**src/rtl/ov7670_stream_gen.sv**
```systemverilog
// ============================================================================
// Module      : ov7670_stream_gen
// Description : Synthetic OV7670 transmitter. Emits VSYNC/HREF/PCLK/D with
//               camera timing, RGB565 at two bytes per pixel, from internally
//               generated test patterns.
// Ports       : clk        - system clock
//               rst        - synchronous reset, active low
//               enable     - run frames back to back while high
//               mode       - 0 colour bars, 1 ramp, 2 solid, 3 checkerboard
//               color_in   - RGB565 colour for solid mode
//               PCLK       - pixel clock, clk/2
//               VSYNC      - vertical sync, active high
//               HREF       - high during the active bytes of a line
//               D          - pixel byte (00 outside HREF)
//               busy       - high from frame start until frame_done
//               frame_done - one-clk pulse on the last tick of a frame
// Revision    : 1.0 - initial release
// ============================================================================
`default_nettype none

module ov7670_stream_gen #(
  parameter int CAM_SCREEN_X = 320,
  parameter int CAM_SCREEN_Y = 240,
  parameter int VSYNC_LINES  = 3,
  parameter int VBP_LINES    = 17,
  parameter int VFP_LINES    = 10,
  parameter int HBLANK_TICKS = 144
) (
  input  logic        clk,
  input  logic        rst,
  input  logic        enable,
  input  logic [1:0]  mode,
  input  logic [15:0] color_in,
  output logic        PCLK,
  output logic        VSYNC,
  output logic        HREF,
  output logic [7:0]  D,
  output logic        busy,
  output logic        frame_done
);

  localparam int LINE_TICKS = 2 * CAM_SCREEN_X + HBLANK_TICKS;
  localparam int TW    = $clog2(LINE_TICKS);
  localparam int XW    = ($clog2(CAM_SCREEN_X) > 9) ? $clog2(CAM_SCREEN_X) : 9;
  localparam int YW    = ($clog2(CAM_SCREEN_Y) > 5) ? $clog2(CAM_SCREEN_Y) : 5;
  localparam int LW    = $clog2(VSYNC_LINES + VBP_LINES + CAM_SCREEN_Y + VFP_LINES + 1);
  localparam int BAR_W = CAM_SCREEN_X / 8;
  localparam int BW    = $clog2(BAR_W);

  localparam logic [TW-1:0] TICK_LAST  = TW'(LINE_TICKS - 1);
  localparam logic [TW-1:0] ACT_TICKS  = TW'(2 * CAM_SCREEN_X);
  localparam logic [XW-1:0] X_LAST     = XW'(CAM_SCREEN_X - 1);
  localparam logic [YW-1:0] Y_LAST     = YW'(CAM_SCREEN_Y - 1);
  localparam logic [BW-1:0] BAR_LAST   = BW'(BAR_W - 1);
  localparam logic [LW-1:0] VS_LAST    = LW'(VSYNC_LINES - 1);
  localparam logic [LW-1:0] VBP_LAST   = LW'(VBP_LINES - 1);
  localparam logic [LW-1:0] ACT_LAST   = LW'(CAM_SCREEN_Y - 1);
  localparam logic [LW-1:0] VFP_LAST   = LW'(VFP_LINES - 1);

  typedef enum logic [2:0] {
    S_IDLE   = 3'd0,
    S_VSYNC  = 3'd1,
    S_VBP    = 3'd2,
    S_ACTIVE = 3'd3,
    S_VFP    = 3'd4
  } state_t;

  // tick/line/x/y/bar describe the next tick to be emitted, not the one
  // currently on the outputs.
  state_t          state;
  logic [TW-1:0]   tick;
  logic [LW-1:0]   line;
  logic [XW-1:0]   x;
  logic [YW-1:0]   y;
  logic [BW-1:0]   bar_sub;
  logic [2:0]      bar_idx;
  logic [1:0]      mode_q;
  logic [15:0]     color_q;

  logic            seg_last_line;
  logic            in_href;
  logic [15:0]     pixel;
  logic [8:0]      x9;
  logic            unused_bits;

  assign x9          = x[8:0];
  assign in_href     = (state == S_ACTIVE) && (tick < ACT_TICKS);
  assign unused_bits = ^{x, y};

  always_comb begin
    seg_last_line = 1'b0;
    case (state)
      S_VSYNC:  seg_last_line = (line == VS_LAST);
      S_VBP:    seg_last_line = (line == VBP_LAST);
      S_ACTIVE: seg_last_line = (line == ACT_LAST);
      S_VFP:    seg_last_line = (line == VFP_LAST);
      default:  seg_last_line = 1'b0;
    endcase
  end

  always_comb begin
    pixel = 16'h0000;
    case (mode_q)
      2'd0: begin
        case (bar_idx)
          3'd0:    pixel = 16'hFFFF;
          3'd1:    pixel = 16'hFFE0;
          3'd2:    pixel = 16'h07FF;
          3'd3:    pixel = 16'h07E0;
          3'd4:    pixel = 16'hF81F;
          3'd5:    pixel = 16'hF800;
          3'd6:    pixel = 16'h001F;
          default: pixel = 16'h0000;
        endcase
      end
      2'd1:    pixel = {x9[8:4], x9[8:3], x9[8:4]};
      2'd2:    pixel = color_q;
      default: pixel = (x[4] ^ y[4]) ? 16'hFFFF : 16'h0000;
    endcase
  end

  always_ff @(posedge clk) begin
    if (!rst) begin
      PCLK       <= 1'b0;
      VSYNC      <= 1'b0;
      HREF       <= 1'b0;
      D          <= 8'h00;
      busy       <= 1'b0;
      frame_done <= 1'b0;
      state      <= S_IDLE;
      tick       <= '0;
      line       <= '0;
      x          <= '0;
      y          <= '0;
      bar_sub    <= '0;
      bar_idx    <= 3'd0;
      mode_q     <= 2'd0;
      color_q    <= 16'h0000;
    end else begin
      PCLK       <= ~PCLK;
      frame_done <= 1'b0;
      // PCLK currently high means this edge is its falling edge
      if (PCLK) begin
        if (state == S_IDLE) begin
          VSYNC   <= 1'b0;
          HREF    <= 1'b0;
          D       <= 8'h00;
          tick    <= '0;
          line    <= '0;
          x       <= '0;
          y       <= '0;
          bar_sub <= '0;
          bar_idx <= 3'd0;
          if (enable) begin
            // tick 0 of the frame goes out now; continue from tick 1
            mode_q  <= mode;
            color_q <= color_in;
            busy    <= 1'b1;
            VSYNC   <= 1'b1;
            tick    <= TW'(1);
            state   <= S_VSYNC;
          end
        end else begin
          VSYNC <= (state == S_VSYNC);
          HREF  <= in_href;
          D     <= in_href ? (tick[0] ? pixel[7:0] : pixel[15:8]) : 8'h00;

          if (in_href && tick[0]) begin
            if (x == X_LAST) begin
              x       <= '0;
              bar_sub <= '0;
              bar_idx <= 3'd0;
            end else begin
              x <= x + 1'b1;
              if (bar_sub == BAR_LAST) begin
                bar_sub <= '0;
                bar_idx <= bar_idx + 3'd1;
              end else begin
                bar_sub <= bar_sub + 1'b1;
              end
            end
          end

          if (tick == TICK_LAST) begin
            tick <= '0;
            if (state == S_ACTIVE)
              y <= (y == Y_LAST) ? '0 : y + 1'b1;
            if (seg_last_line) begin
              line <= '0;
              case (state)
                S_VSYNC:  state <= S_VBP;
                S_VBP:    state <= S_ACTIVE;
                S_ACTIVE: state <= S_VFP;
                default: begin
                  // last tick of the frame is being emitted on this edge
                  state      <= S_IDLE;
                  busy       <= 1'b0;
                  frame_done <= 1'b1;
                end
              endcase
            end else begin
              line <= line + 1'b1;
            end
          end else begin
            tick <= tick + 1'b1;
          end
        end
      end
    end
  end

endmodule

`default_nettype wire

```
**config.mk**
```make
export PLATFORM = sky130hd
export DESIGN_NAME = ov7670_stream_gen
export DESIGN_NICKNAME = d
export VERILOG_FILES = /design/src/rtl/ov7670_stream_gen.sv
export SDC_FILE = /design/constraint.sdc
export NUM_CORES = 1
export LEC_CHECK = 0
export CAP_MARGIN = 5
export CORE_MARGIN = 2
export CORE_UTILIZATION = 58
export CTS_CLUSTER_SIZE = 40
export DETAILED_ROUTE_END_ITERATION = 8
export HOLD_SLACK_MARGIN = 0.08
export PLACE_DENSITY = 0.78
export SETUP_SLACK_MARGIN = 0.02
export SLEW_MARGIN = 20
export SYNTH_ARGS = -nofsm -noshare
export SYNTH_HDL_FRONTEND = slang
export SYNTH_SLANG_ARGS = --single-unit
export TNS_END_PERCENT = 50
```
**constraint.sdc**
```tcl
create_clock -name clk -period 2.3 [get_ports clk]
set_input_delay 0.345 -clock clk [delete_from_list [all_inputs] [get_ports clk]]
set_output_delay 0.345 -clock clk [all_outputs]
set_load 0.05 [all_outputs]
```
Word level (Yosys, flattened, before mapping) --
Index checks and enable logic that the tools add are counted. Widths: inputs -> output; s select.
Word-level totals: flip-flop bits (word level) 79, bits of input ports 21, word-level logic and storage cells 110, output and inout port bits 13
Operators by class: add/sub/neg operators 6, bitwise gates (word level) 5, reductions and logical operators 19, equality and inequality tests 22, multiplexer cells 42, $lt $le $gt $ge 1
Operators by type and width (count):
- $pmux 16 s7 | 1
- $mux 8 | 7
- $mux 9 | 6
- $pmux 16 s3 | 1
- $mux 3 | 8
- $mux 6 | 4
- $mux 10 | 2
- $add 9x1->9 const B | 2
- $mux 16 | 1
- $eq 3x2->1 const B | 4
- $eq 3x3->1 const B | 4
- $add 10x1->10 const B | 1
- $eq 10x10->1 const B | 1
- $lt 10x10->1 const B | 1
- $mux 1 | 10
- $eq 9x2->1 const B | 1
- $eq 9x4->1 const B | 1
- $eq 9x5->1 const B | 1
- $eq 9x8->1 const B | 1
- $eq 9x9->1 const B | 1
- $pmux 3 s3 | 1
- $reduce_and 3->1 | 3
- $add 8x1->8 const B | 1
- $eq 8x8->1 const B | 1
- 21 further kinds | 31

Longest topological paths before layout --
depth after elaboration 6, depth in mapped cells 7, depth with buffers taken out 7

Worst setup path after synthesis --
No wires, ideal clock.
kind reg-to-reg, from register PCLK, to register line[8], arrival 1.896 ns, buffers on the path 1, path slack 0.272 ns, library setup time 0.132 ns, stages on the path, launching flop included 7, clock period less this slack 2.028 ns, required time 2.168 ns, cell sequence dfxtp_1 > buf_4 > inv_1 > o41ai_4 > nand4_1 > xnor2_1 > nor2_1
Between the ends: cells in the longest elaborated chain, start to end 1
RTL lines:
- start: declaration | RTL line 34 | output logic PCLK,
- start signal: assignment | RTL line 140 | PCLK <= ~PCLK;
- $reduce_and 2->1 (no source line)
- end signal: assignment | RTL line 202 | line <= line + 1'b1;
- end: declaration | RTL line 72 | logic [LW-1:0] line;
Every way passes these cells. A chain may end at the register's enable or synchronous reset.

Final worst setup path --
from register state[0], to register state[1]
Between the ends: cells in the longest elaborated chain, start to end 5, elaborated cells between the ends (all ways) 14, those cells by class eq/ne: 5; mux: 5; reduce/logical: 4
RTL lines:
- start: declaration | RTL line 70 | state_t state;
- start signal: assignment | RTL line 130 | state <= S_IDLE;
- start signal: assignment | RTL line 161 | state <= S_VSYNC;
- start signal: assignment | RTL line 191 | S_VSYNC: state <= S_VBP;
- $eq 3x2->1 / $eq 3x1->1 (equally long branches) | RTL line 92, 190
- $pmux 3 s3 | RTL line 190 | case (state)
- $mux 3 | RTL line 188 | if (seg_last_line) begin
- $mux 3 | RTL line 184 | if (tick == TICK_LAST) begin
- $mux 3 | RTL line 144 | if (state == S_IDLE) begin
Several ways; a longest one is shown, not always the timed one. The select of a mux whose other input is x is not followed.

==> impl_metrics.py <==
metrics = {
    "global_routing": {
        "grt_pass1_wl_um": 16500,
        "grt.overflow.total": 0,
        "antenna_found_initial": 0,
        "grt_max_degree": 28,
        "track_usage": 0.267,
        "grt_pass1_vias": 3599,
    },
    "die": {
        "start_util": 0.607,
        "chipHeight_um": 89.0,
        "rows": 30,
        "io_pins": 34,
        "die_x_um": 89.0,
        "fp.dieArea_mm2": 0.00792,
        "core_area_mm2": 0.00691,
    },
    "layout": {
        "antennaDiodeCount": 0,
        "drive_gt1_frac": 0.105,
        "finish.utilization": 0.709,
        "layout.nets": 561,
        "design_area_mm2": 0.00490,
        "syn2layout_area_growth_pct": 16.9,
    },
    "synthesis": {
        "synth_top_area_cell": "dfxtp_1",
        "syn_nets": 525,
        "avgSynthCellArea_um2": 8.48,
        "ys_seq_area_frac": 0.378,
        "netlist_instances": 494,
        "synth-seq-cells": 79,
        "synth_top_area_frac": 0.378,
        "synth-edff-count": 0,
        "syn_area_mm2": 0.00419,
        "ys_types": 70,
        "synth_warnings": 0,
        "ys_top_cells_by_area": "dfxtp_1 (38%), nand2_1 (6.1%), nor2_1 (4.9%)",
        "ys.flop_type": "dfxtp_1",
        "async_reset_ff_frac": 0,
    },
    "routing": {
        "drtIter0Drc": 186,
        "viasPerCell": 5.93,
        "route.vias.total": 3740,
        "postRouteAntennaNets": 0,
        "first_pass_iters": 5,
        "wl_per_cell_um": 15.3,
        "drcViolationCount": 0,
        "routed_wl_um": 9670,
    },
    "setup_path": {
        "crit_start": "state[0]",
        "crit_family": "simple AND/OR/NAND/NOR gates",
        "startpoint_type": "register",
        "path_class": "reg -> reg",
        "cp-end-kind": "register",
        "required_ps": 2550,
        "worst_path_max_delay_cell": "dfxtp_1",
        "path_max_fanout": 15,
        "crit_buf_inv": 0,
        "crit_cells": 5,
        "r2r.worst_path.cells": 5,
        "r2r_end": "state[1]",
        "worstSetupEndpoint": "state[1]",
        "rrSetupSlack_ps": 140,
        "cpPeakStageDelay_ps": 480,
        "reg2reg_from": "state[0]",
        "critical_path.cell_chain": "or3b_1 > a21oi_1 > o22ai_1 > or3_1 > a311o_1",
        "worstPathArrival_ps": 2400,
    },
    "worst_hold_path": {
        "hold_class": "reg -> reg",
        "worstHoldStart": "color_q[11]",
    },
    "clock_network": {
        "cts_setup_buffers": 0,
        "holdBufCountCts": 0,
        "clkSlewWorstSetupHoldPaths_ps": 80,
        "clock_sinks": 79,
        "cts_resized": 0,
        "htreeDepth": 3,
        "cts_tree": "yes",
        "cts_root_buf": "clkbuf_8",
        "clk_latency_ps": 350,
        "cts_buffers": 9,
        "ctsLongestPathBuffers": 2,
    },
    "run": {
        "cap_viol_max_count": 0,
    },
    "timing": {
        "hold_viol": 0,
        "final-max-slew-violation-count": 0,
        "rsz0062_at_grt": "yes",
        "tightest_slew_ps": 660,
        "max_slew_margin": 0.557,
        "fmax_ghz": 0.463,
        "finalClockSkew_ps": 8.62,
        "min_period_over_period": 0.939,
        "setup_viol": 0,
        "fin_crit_ps": 2160,
    },
    "pwr": {
        "powerDensity_mw_per_mm2": 607,
        "irDropWorstVdd_uv": 368,
        "power.leakage_nw": 1.77,
    },
    "outcome": {
        "status": "finished clean",
    },
    "place": {
        "dpl.hpwl_um": 7050,
        "place_congestion": 0.933,
        "io_buffers": 33,
        "placed_cell_area_mm2": 0.00467,
    },
}
==> stage by stage <==
stage | power, mW | hold WS (ps) | setup slack, ps | cells | TNS (ps)
global route | 3.10 | 503 | -13.7 | 631 | -13.7
detailed placement | 1.83 | 458 | 195 | 615 | 0
floorplan | 1.70 | 443 | 272 | 494 | 0
finish | 2.97 | 467 | 141 | 631 | 0
global placement | 1.82 | 455 | 265 | 615 | 0
CTS | 3.00 | 470 | 161 | 631 | 0
==> cell type report <==
cell class / count / area, um2
multi-input combinational: 378 / 2430
fill: 566 / 2010
sequential: 79 / 1580
timing repair buffer: 53 / 503
clock buffer: 13 / 159
tap: 96 / 120
clock inverter: 3 / 65.1
inverter: 9 / 33.8
==> where the power goes <==
group | switching [mW] | internal, mW | leakage, nW | total (mW)
clock | 0.499 | 0.670 | 0.114 | 1.17
sequential | 0.0456 | 1.40 | 0.639 | 1.44
combinational | 0.205 | 0.156 | 1.02 | 0.360
total | 0.749 | 2.23 | 1.77 | 2.97
==> Yosys cell counts (2+ instances only) <==
master	count
a21boi_0	22
xor2_1	18
nor3_2	2
o21ai_1	2
nor4_1	3
nor3b_1	4
xnor2_1	13
a31oi_1	4
a22o_1	5
o21bai_1	2
and2_1	3
o2111ai_1	3
nor3_1	9
nand3_1	20
or4_1	2
o2bb2ai_1	2
dfxtp_1	79
nor2_1	55
ha_1	10
inv_1	8
a21oi_1	19
o211ai_1	5
a22oi_1	3
nand4_1	11
a221o_1	2
buf_6	2
and3b_1	2
mux2i_1	4
and3_1	10
a32o_1	3
nor4b_1	2
a31o_2	4
nor2b_1	5
clkbuf_1	20
o21ai_0	26
buf_4	4
o41ai_4	2
nand3b_1	4
nand2_1	68
or3_1	2
==> flip-flops by register name, summed over array words and instances, names as in the netlist <==
name	flops
line	9
bar_idx	3
mode_q	2
frame_done	1
PCLK	1
color_q	16
x	9
y	8
bar_sub	6
D	8
state	3
HREF	1
VSYNC	1
busy	1
tick	10
==> worst min-delay path by stage <==
stage / endpoint / slack (ps) / cells after the start
6_report: color_q[11] / 470 / 2
5_1_grt: color_q[11] / 500 / 2
4_1_cts: color_q[11] / 470 / 2
3_5_place_dp: color_q[11] / 460 / 2
3_3_place_gp: color_q[11] / 450 / 2
2_1_floorplan: color_q[10] / 440 / 2
==> logic make-up (layout without fill, tap and decap cells) <==
group,after synthesis,in the layout,share of synthesized area
compound gates,120,120,0.213
xor+xnor,31,31,0.0648
fa+ha+maj,10,10,0.0299
buf+inv,37,78,0.0415
flops,79,79,0.378
mux,4,4,0.00956
simple gates,213,213,0.263
==> worst register-to-register path: cells and delay by family, from the launching register on <==
| family | cells | cell delay [ps] |
|---|---|---|
| AOI/OAI and AO/OA | 3 | 770 |
| DFF | 1 | 480 |
| and+or+nand+nor | 2 | 800 |
==> cells in the final DEF (no fill, tap or decap), types with 4 or more instances in the layout <==
| cell | n |
|---|---|
| a21boi_0 | 22 |
| a21oi_1 | 19 |
| a22o_1 | 5 |
| a31o_2 | 4 |
| a31oi_1 | 4 |
| and3_1 | 10 |
| buf_4 | 19 |
| clkbuf_8 | 11 |
| clkdlybuf4s50_1 | 32 |
| dfxtp_1 | 79 |
| ha_1 | 10 |
| inv_1 | 8 |
| mux2i_1 | 4 |
| nand2_1 | 68 |
| nand3_1 | 20 |
| nand3b_1 | 4 |
| nand4_1 | 11 |
| nor2_1 | 55 |
| nor2b_1 | 5 |
| nor3_1 | 9 |
| nor3b_1 | 4 |
| o211ai_1 | 5 |
| o21ai_0 | 26 |
| xnor2_1 | 13 |
| xor2_1 | 18 |
==> per-layer routing <==
layer	share of wire	global-route usage	vias to the layer above
li1	-	-	1843
met1	0.43	0.316	1782
met2	0.51	0.467	91
met3	0.048	0.0840	24
met4	0.018	0.0760	0
met5	0	0	-
No activity file was read; power rests on OpenSTA's default activity.
